`src/rtl/if_stage.sv`:
```
// Instruction-fetch stage: PC register, next-PC select and IF/ID register.
// Fetch is one word per cycle; redirects land one edge after ID presents them.
module if_stage #(
  parameter logic [31:0] PC_RESET   = 32'h0000_3000,
  parameter logic [31:0] IMEM_BASE  = 32'h0000_3000,
  parameter int unsigned IMEM_WORDS = 1024
) (
  input  logic        clk,
  input  logic        reset,
  input  logic        stall,
  input  logic [1:0]  npc_sel,
  input  logic [31:0] beq_a,
  input  logic [31:0] jump_a,
  input  logic [31:0] jr_a,
  output logic [31:0] imem_addr,
  input  logic [31:0] imem_rdata,
  output logic [31:0] if_id_instr,
  output logic [31:0] if_id_pc,
  output logic [31:0] if_id_pc4,
  output logic        if_id_valid,
  output logic        pc_err,
  output logic [31:0] fetch_cnt
);

  typedef struct packed {
    logic [31:0] instr;
    logic [31:0] pc;
    logic [31:0] pc4;
    logic        valid;
  } if_id_t;

  // 33-bit end bound so a window ending at 2^32 does not wrap to zero
  localparam logic [32:0] IMEM_END =
    {1'b0, IMEM_BASE} + (33'(IMEM_WORDS) * 33'd4);

  logic [31:0] pc_q, pc_d;
  if_id_t      ifid_q, ifid_d;
  logic [31:0] cnt_q, cnt_d;
  logic        err_q, err_d;

  logic [31:0] pc4;
  logic [31:0] npc;
  logic        pc_ok;
  logic        s_seq, s_beq, s_jmp, s_jr;

  assign pc4   = pc_q + 32'd4;
  assign pc_ok = (pc_q[1:0] == 2'b00)
               && (pc_q >= IMEM_BASE)
               && ({1'b0, pc_q} < IMEM_END);

  assign s_seq = (npc_sel == 2'b00);
  assign s_beq = (npc_sel == 2'b01);
  assign s_jmp = (npc_sel == 2'b10);
  assign s_jr  = (npc_sel == 2'b11);

  always_comb begin
    npc = pc4;
    unique case (1'b1)
      s_seq:   npc = pc4;
      s_beq:   npc = beq_a;
      s_jmp:   npc = jump_a;
      s_jr:    npc = jr_a;
      default: npc = pc4;
    endcase
  end

  always_comb begin
    pc_d   = pc_q;
    ifid_d = ifid_q;
    cnt_d  = cnt_q;
    // illegal PC is flagged even while the front end is frozen
    err_d  = err_q | ~pc_ok;
    if (!stall) begin
      pc_d       = npc;
      ifid_d.pc  = pc_q;
      ifid_d.pc4 = pc4;
      if (pc_ok) begin
        ifid_d.instr = imem_rdata;
        ifid_d.valid = 1'b1;
        cnt_d        = cnt_q + 32'd1;
      end else begin
        ifid_d.instr = 32'd0;
        ifid_d.valid = 1'b0;
      end
    end
  end

  always_ff @(posedge clk or posedge reset) begin
    if (reset) begin
      pc_q   <= PC_RESET;
      ifid_q <= '0;
      cnt_q  <= 32'd0;
      err_q  <= 1'b0;
    end else begin
      pc_q   <= pc_d;
      ifid_q <= ifid_d;
      cnt_q  <= cnt_d;
      err_q  <= err_d;
    end
  end

  assign imem_addr   = pc_q;
  assign if_id_instr = ifid_q.instr;
  assign if_id_pc    = ifid_q.pc;
  assign if_id_pc4   = ifid_q.pc4;
  assign if_id_valid = ifid_q.valid;
  assign pc_err      = err_q;
  assign fetch_cnt   = cnt_q;

endmodule

```
`config.mk`:
```
export PLATFORM = sky130hd
export DESIGN_NAME = if_stage
export DESIGN_NICKNAME = d
export VERILOG_FILES = /design/src/rtl/if_stage.sv
export SDC_FILE = /design/constraint.sdc
export NUM_CORES = 1
export LEC_CHECK = 0
export CAP_MARGIN = 10
export CORE_AREA = 2 2 116 118
export DETAILED_ROUTE_END_ITERATION = 7
export DIE_AREA = 0 0 118 120
export DONT_BUFFER_PORTS = 1
export GPL_TIMING_DRIVEN = 0
export PLACE_DENSITY = 0.87
export SLEW_MARGIN = 20
export SYNTH_ARGS = -nofsm -noshare
export SYNTH_HDL_FRONTEND = slang
export SYNTH_SLANG_ARGS = --single-unit
export TNS_END_PERCENT = 30
```
`constraint.sdc`:
```
create_clock -name clk -period 6.75 [get_ports clk]
set_input_delay 0.675 -clock clk [delete_from_list [all_inputs] [get_ports clk]]
set_output_delay 0.675 -clock clk [all_outputs]
set_load 0.03 [all_outputs]
```
; ---- Yosys cells after proc, flatten, opt, wreduce, memory -nomap -nowiden
; Index checks and enable logic that the tools add are counted.
[classes]
n_addsub = 2
order_cmp = 2
eq_ne = 3
n_mux = 3
bitwise = 3
reduce_logical = 4
[ops]
columns = op, count
row1 = 32-bit one-hot mux with 3 select lines, 1
row2 = "32-bit by 1-bit adder with 32-bit output, second input constant", 1
row3 = "32-bit by 3-bit adder with 32-bit output, second input constant", 1
row4 = "32-bit by 14-bit >= comparator with 1-bit output, second input constant", 1
row5 = "32-bit by 15-bit < comparator with 1-bit output, second input constant", 1
row6 = 32-bit two-way mux, 1
row7 = "2-bit equality test, second input constant", 2
row8 = "2-bit by 1-bit equality test with 1-bit output, second input constant", 1
row9 = 1-bit logical AND, 2
row10 = 2-bit zero test, 1
row11 = 1-bit NOT, 2
row12 = 2-bit AND reduction, 1
row13 = 1-bit two-way mux, 1
row14 = 1-bit OR, 1
[word_totals]
register_bits = 162
elab_cells = 24

; ---- Depth between registers and ports, before layout
[logic_depth]
ltp_word = 5
ltp_mapped = 7
depth_no_buf = 6

; ---- Worst setup path before layout
; OpenSTA, ideal clock, no wires.
[synth_path]
path_type = reg-to-reg
from = register pc_q[12] (netlist: imem_addr[12])
to = register pc_q[31] (netlist: imem_addr[31])
setup_ns = 0.131
arrival_ns = 2.181
setup_slack_ns = 4.438
path_stages_with_launch = 8
n_path_buf = 2
cell_sequence = dfstp_2 buf_2 nand2_1 or3_1 buf_2 or4_4 nor4_1 a211oi_1
[synth_between]
elab_chain_cells = 2
[synth_rtl]
columns = item, line
row1 = start: declaration, 36  ; logic [31:0] pc_q, pc_d;
row2 = start signal: assignment, 95  ; pc_q <= pc_d;
row3 = 32-bit by 3-bit adder with 32-bit output, 46  ; assign pc4 = pc_q + 32'd4;
row4 = 32-bit one-hot mux with 3 select lines, 58  ; unique case (1'b1)
; No other way between the ends.
; A chain may end at the register's enable or synchronous reset.

; ---- Worst setup path after layout
[layout_path]
from = register pc_q[12] (netlist: imem_addr[12])
to = register pc_q[24] (netlist: imem_addr[24])
; The elaborated chain is that of the path after synthesis.

==> results by stage <==
CTS:
- The H-tree depth is 4.
- The clock slew at the register clock pins of the worst setup and hold paths is 0.06 ns.
- The cell chosen for the clock root is clkbuf_16.
- The hold-fix buffer count after cts is 0.
- The clock tree from TritonCTS is built.
- The number of sinks on the clock net is 160.
- The buffer depth of the longest clock path is 2.
- The count of cells resized by post-cts repair is 0.
- In this run, CTS created clock tree buffers numbering 17.
- The clock network latency to the later pin of the worst-skew pair is 0.43 ns.
- After clock tree synthesis, the setup repair step added 0 buffers.

Flow run:
- The number of max-capacitance violations reported is 0.

Routing:
- The remaining design rule violation count is 0.
- The final wirelength is 24600 microns.
- For this block, the initial DRC count from the detailed router was 838.
- The remaining antenna violation count after routing is 0.
- The detailed-routing iteration count for the pre-antenna-repair pass is 7.
- The via count is 6515.
- The via count normalized by instance count is 6.89.
- Dividing the detail-routed wire length by the instance count gives 26.0 microns.

Yosys:
- Counting flops with a built-in enable in the synthesized netlist gives 0.
- The post-synthesis mux area share is 0.0947.
- The number of distinct library cells after synthesis is 56.
- Synthesis produced a netlist whose cell count is 741.
- A synthesized cell averages 10.7 sq um.
- The net count after synthesis is 877.
- In the post-synthesis netlist, the biggest area contributors are dfrtp_1 (50%), mux2_2 (5.1%), xnor2_1 (5.0%).
- The part of the Yosys area used for sequential elements is 0.506.
- Of the total synthesized cell area, the portion taken by XOR and XNOR cells is 0.0652.
- In this run, synthesis produced a sequential element count of 160.
- Among all flip-flop cells after synthesis, the most frequent one is dfrtp_1.
- The combinational family with the most area after synthesis is simple AND/OR/NAND/NOR gates.
- The Yosys step of the flow raised 0 warnings.
- The complex-gate fraction of the synthesized area is 0.142.
- Summed over all instances, the cell type with the most area after synthesis is dfrtp_1.
- Of the total synthesized cell area, the portion taken by full adders, half adders and majority gates is 0.00474.
- The area of the mapped netlist is 7920 sq um.
- The area share of the largest cell type after synthesis is 0.499.
- The simple-gate portion of the synthesized area is 0.148.
- Of all flip-flops after synthesis, the portion carrying an async set or reset was 1.00.

Critical path:
- The worst setup path is launched from a register.
- The required time of the critical path is 7.06 ns.
- STA classifies the critical path endpoint as a register.
- The family with the most delay on the worst path is simple AND/OR/NAND/NOR gates.
- The delay of the slowest cell on the worst path is 0.77 ns.
- For the worst setup path, the data arrival time is 3.17 ns.
- Walking the worst path, the cells encountered are buf_2, nand2_1, nor3_1, nand4_1, o21a_1, o22a_1.
- In this run the worst path has a maximum fanout of 8.
- The slowest stage cell on the critical path is nor3_1.
- The critical setup path kind is register to register.
- Together, buffers and inverters on the worst path number 1.

STA:
- Measured against its own limit, the worst slew margin works out to 0.411.
- The final period demand of the worst path is 2.86 ns.
- The number of setup violations in the final report is 0.
- In the finished design, the share of the clock period the worst path needs comes to 0.423.
- The setup total negative slack is 0 ns.
- The final count of hold timing violations is 0.
- The transition time at the pin with the least slew margin is 0.877 ns.
- The worst setup skew after layout is 0.0105 ns.
- The total count of max-transition violations in the final report is 0.
- Setup slack on the critical path of the routed design comes to 3.89 ns.
- The maximum clock frequency is 350 MHz.
- Setup repair after global routing left no endpoint under its margin.

Cells and area:
- Of the cells placed in the final design, the portion with a size suffix greater than 1 is 0.147.
- Relative to the synthesized area, the layout overhead comes to 10.5%.
- The post-route non-filler standard cell count is 945.
- The number of nets in the final layout is 897.
- 0 antenna diodes ended up in the layout.

Floorplanning:
- The area of the die is 14200 sq um.
- The die outline height is 120 microns.
- The number of placement rows is 42.
- After floorplanning, the core was sized to cover 13000 sq um.
- The number of I/O pins is 295.
- For this configuration, the core starts out at a cell density of 0.610.
- The die is 118 microns wide.

Placed design:
- After detailed placement, the design holds a cell count of 918.
- The setup slack after placement is 4.02 ns.
- The final RePlAce weighted congestion is 0.940.
- Port buffering added 0 buffers.
- Detailed placement ended at an HPWL of 18300 microns.

Global route:
- Entering global routing, the biggest net connects 102 pins.
- The global-route wire length before repair is 37400 microns.
- The initial antenna violation count is 0.
- The number of global-route vias before repair is 6419.
- The leftover overflow at the end of global routing is 0.
- Across every metal layer, demand over resource in global routing totals 0.348.

Pwr:
- The maximum vdd drop is 0.000198 V.
- The leakage component of the power is 3.63 nW.
- The design draws 2.65 mW.
- Dividing total power by cell area gives a power density of 303 nW/um^2.

Worst hold path:
- The tightest min-delay check is of the input pin to async pin type.

Run status:
- The run finished with clean final reports.
==> layout make-up <==
class | instances | area [sq um]
fillers | 1010 | 4220
flip-flops and latches | 160 | 4010
multi-input cells | 509 | 3610
clock buffers | 21 | 470
plain buffers | 64 | 279
well taps | 176 | 220
clock inverters | 6 | 110
inverters | 8 | 37.5
repair buffers | 1 | 27.5
==> power breakdown <==
group	internal (mW)	switching [mW]	leakage, nW
clock	0.600	0.367	0.279
sequential	1.05	0.304	2.00
combinational	0.133	0.197	1.35
total	1.79	0.868	3.63
==> per-layer routing <==
metal / GRT usage / vias to the layer above / part of all wire
li1: - / 2738 / -
met1: 0.405 / 3183 / 0.36
met2: 0.587 / 514 / 0.49
met3: 0.127 / 80 / 0.12
met4: 0.139 / 0 / 0.036
met5: 0 / - / 0
==> cell families after synthesis <==
group / after synthesis
XOR/XNOR: 59
AND/OR/NAND/NOR: 220
buffers and inverters: 72
multiplexers: 63
adder cells (fa/ha/maj): 3
flip-flops: 160
AO/OA/AOI/OAI: 164
==> final timing paths <==
| check | startpoint | endpoint | slack [ns] | cells after the start |
|---|---|---|---|---|
| hold reg to reg | imem_addr[1] | if_id_pc[1] | 0.63 | 1 |
| hold / removal | reset | fetch_cnt[7] | 0.12 | 1 |
| min in group clk | imem_rdata[4] | if_id_instr[4] | 0.38 | 1 |
| max in group asynchronous | reset | imem_addr[12] | 5.81 | 2 |
| setup reg to reg | imem_addr[12] | imem_addr[24] | 3.89 | 6 |
| setup / recovery | imem_addr[12] | imem_addr[24] | 3.89 | 6 |
==> synth_stat cells (19+ instances only) <==
cell type	number
dfrtp_1	158
nand2_1	81
o21ai_0	50
xnor2_1	45
clkbuf_1	38
mux2_2	36
a22o_1	32
nand3_1	29
nand4_1	24
a21oi_1	23
mux2i_1	21
nor2_1	20
o22a_1	19
==> registers in the layout, summed over array words and instances (netlist names) <==
signal,cells
fetch_cnt,32
if_id_instr,32
if_id_pc,32
imem_addr,32
if_id_pc4,30
if_id_valid,1
pc_err,1
==> through the flow <==
step | area [sq um] | hold slack [ns] | utilization
6_report | 8760 | 0.115 | 0.675
5_1_grt | 8760 | 0.139 | 0.675
4_1_cts | 8760 | 0.127 | 0.675
3_5_place_dp | 8180 | 0.573 | 0.630
3_3_place_gp | 8140 | 0.607 | 0.627
2_1_floorplan | 7920 | 0.534 | -
==> cells in the final DEF (no fill, tap or decap), drive strengths merged, types with 3 or more instances in the layout <==
cell and instances:
and3 10, and4 8, ha 3, buf 24, a21oi 23, a31oi 8, xor2 14, nor4 14
mux2 36, dfrtp 158, xnor2 45, mux4 6, a22o 32, inv 8, o21ba 3, o21ai 52
nand3 30, nor3 15, bufinv 3, a22oi 6, mux2i 21, o22a 19, nand2 81, nor2 20
or4 3, nand4 24, clkbuf 62, and2 4, o221a 4
Note: power is estimated with default switching activity, not from simulation.
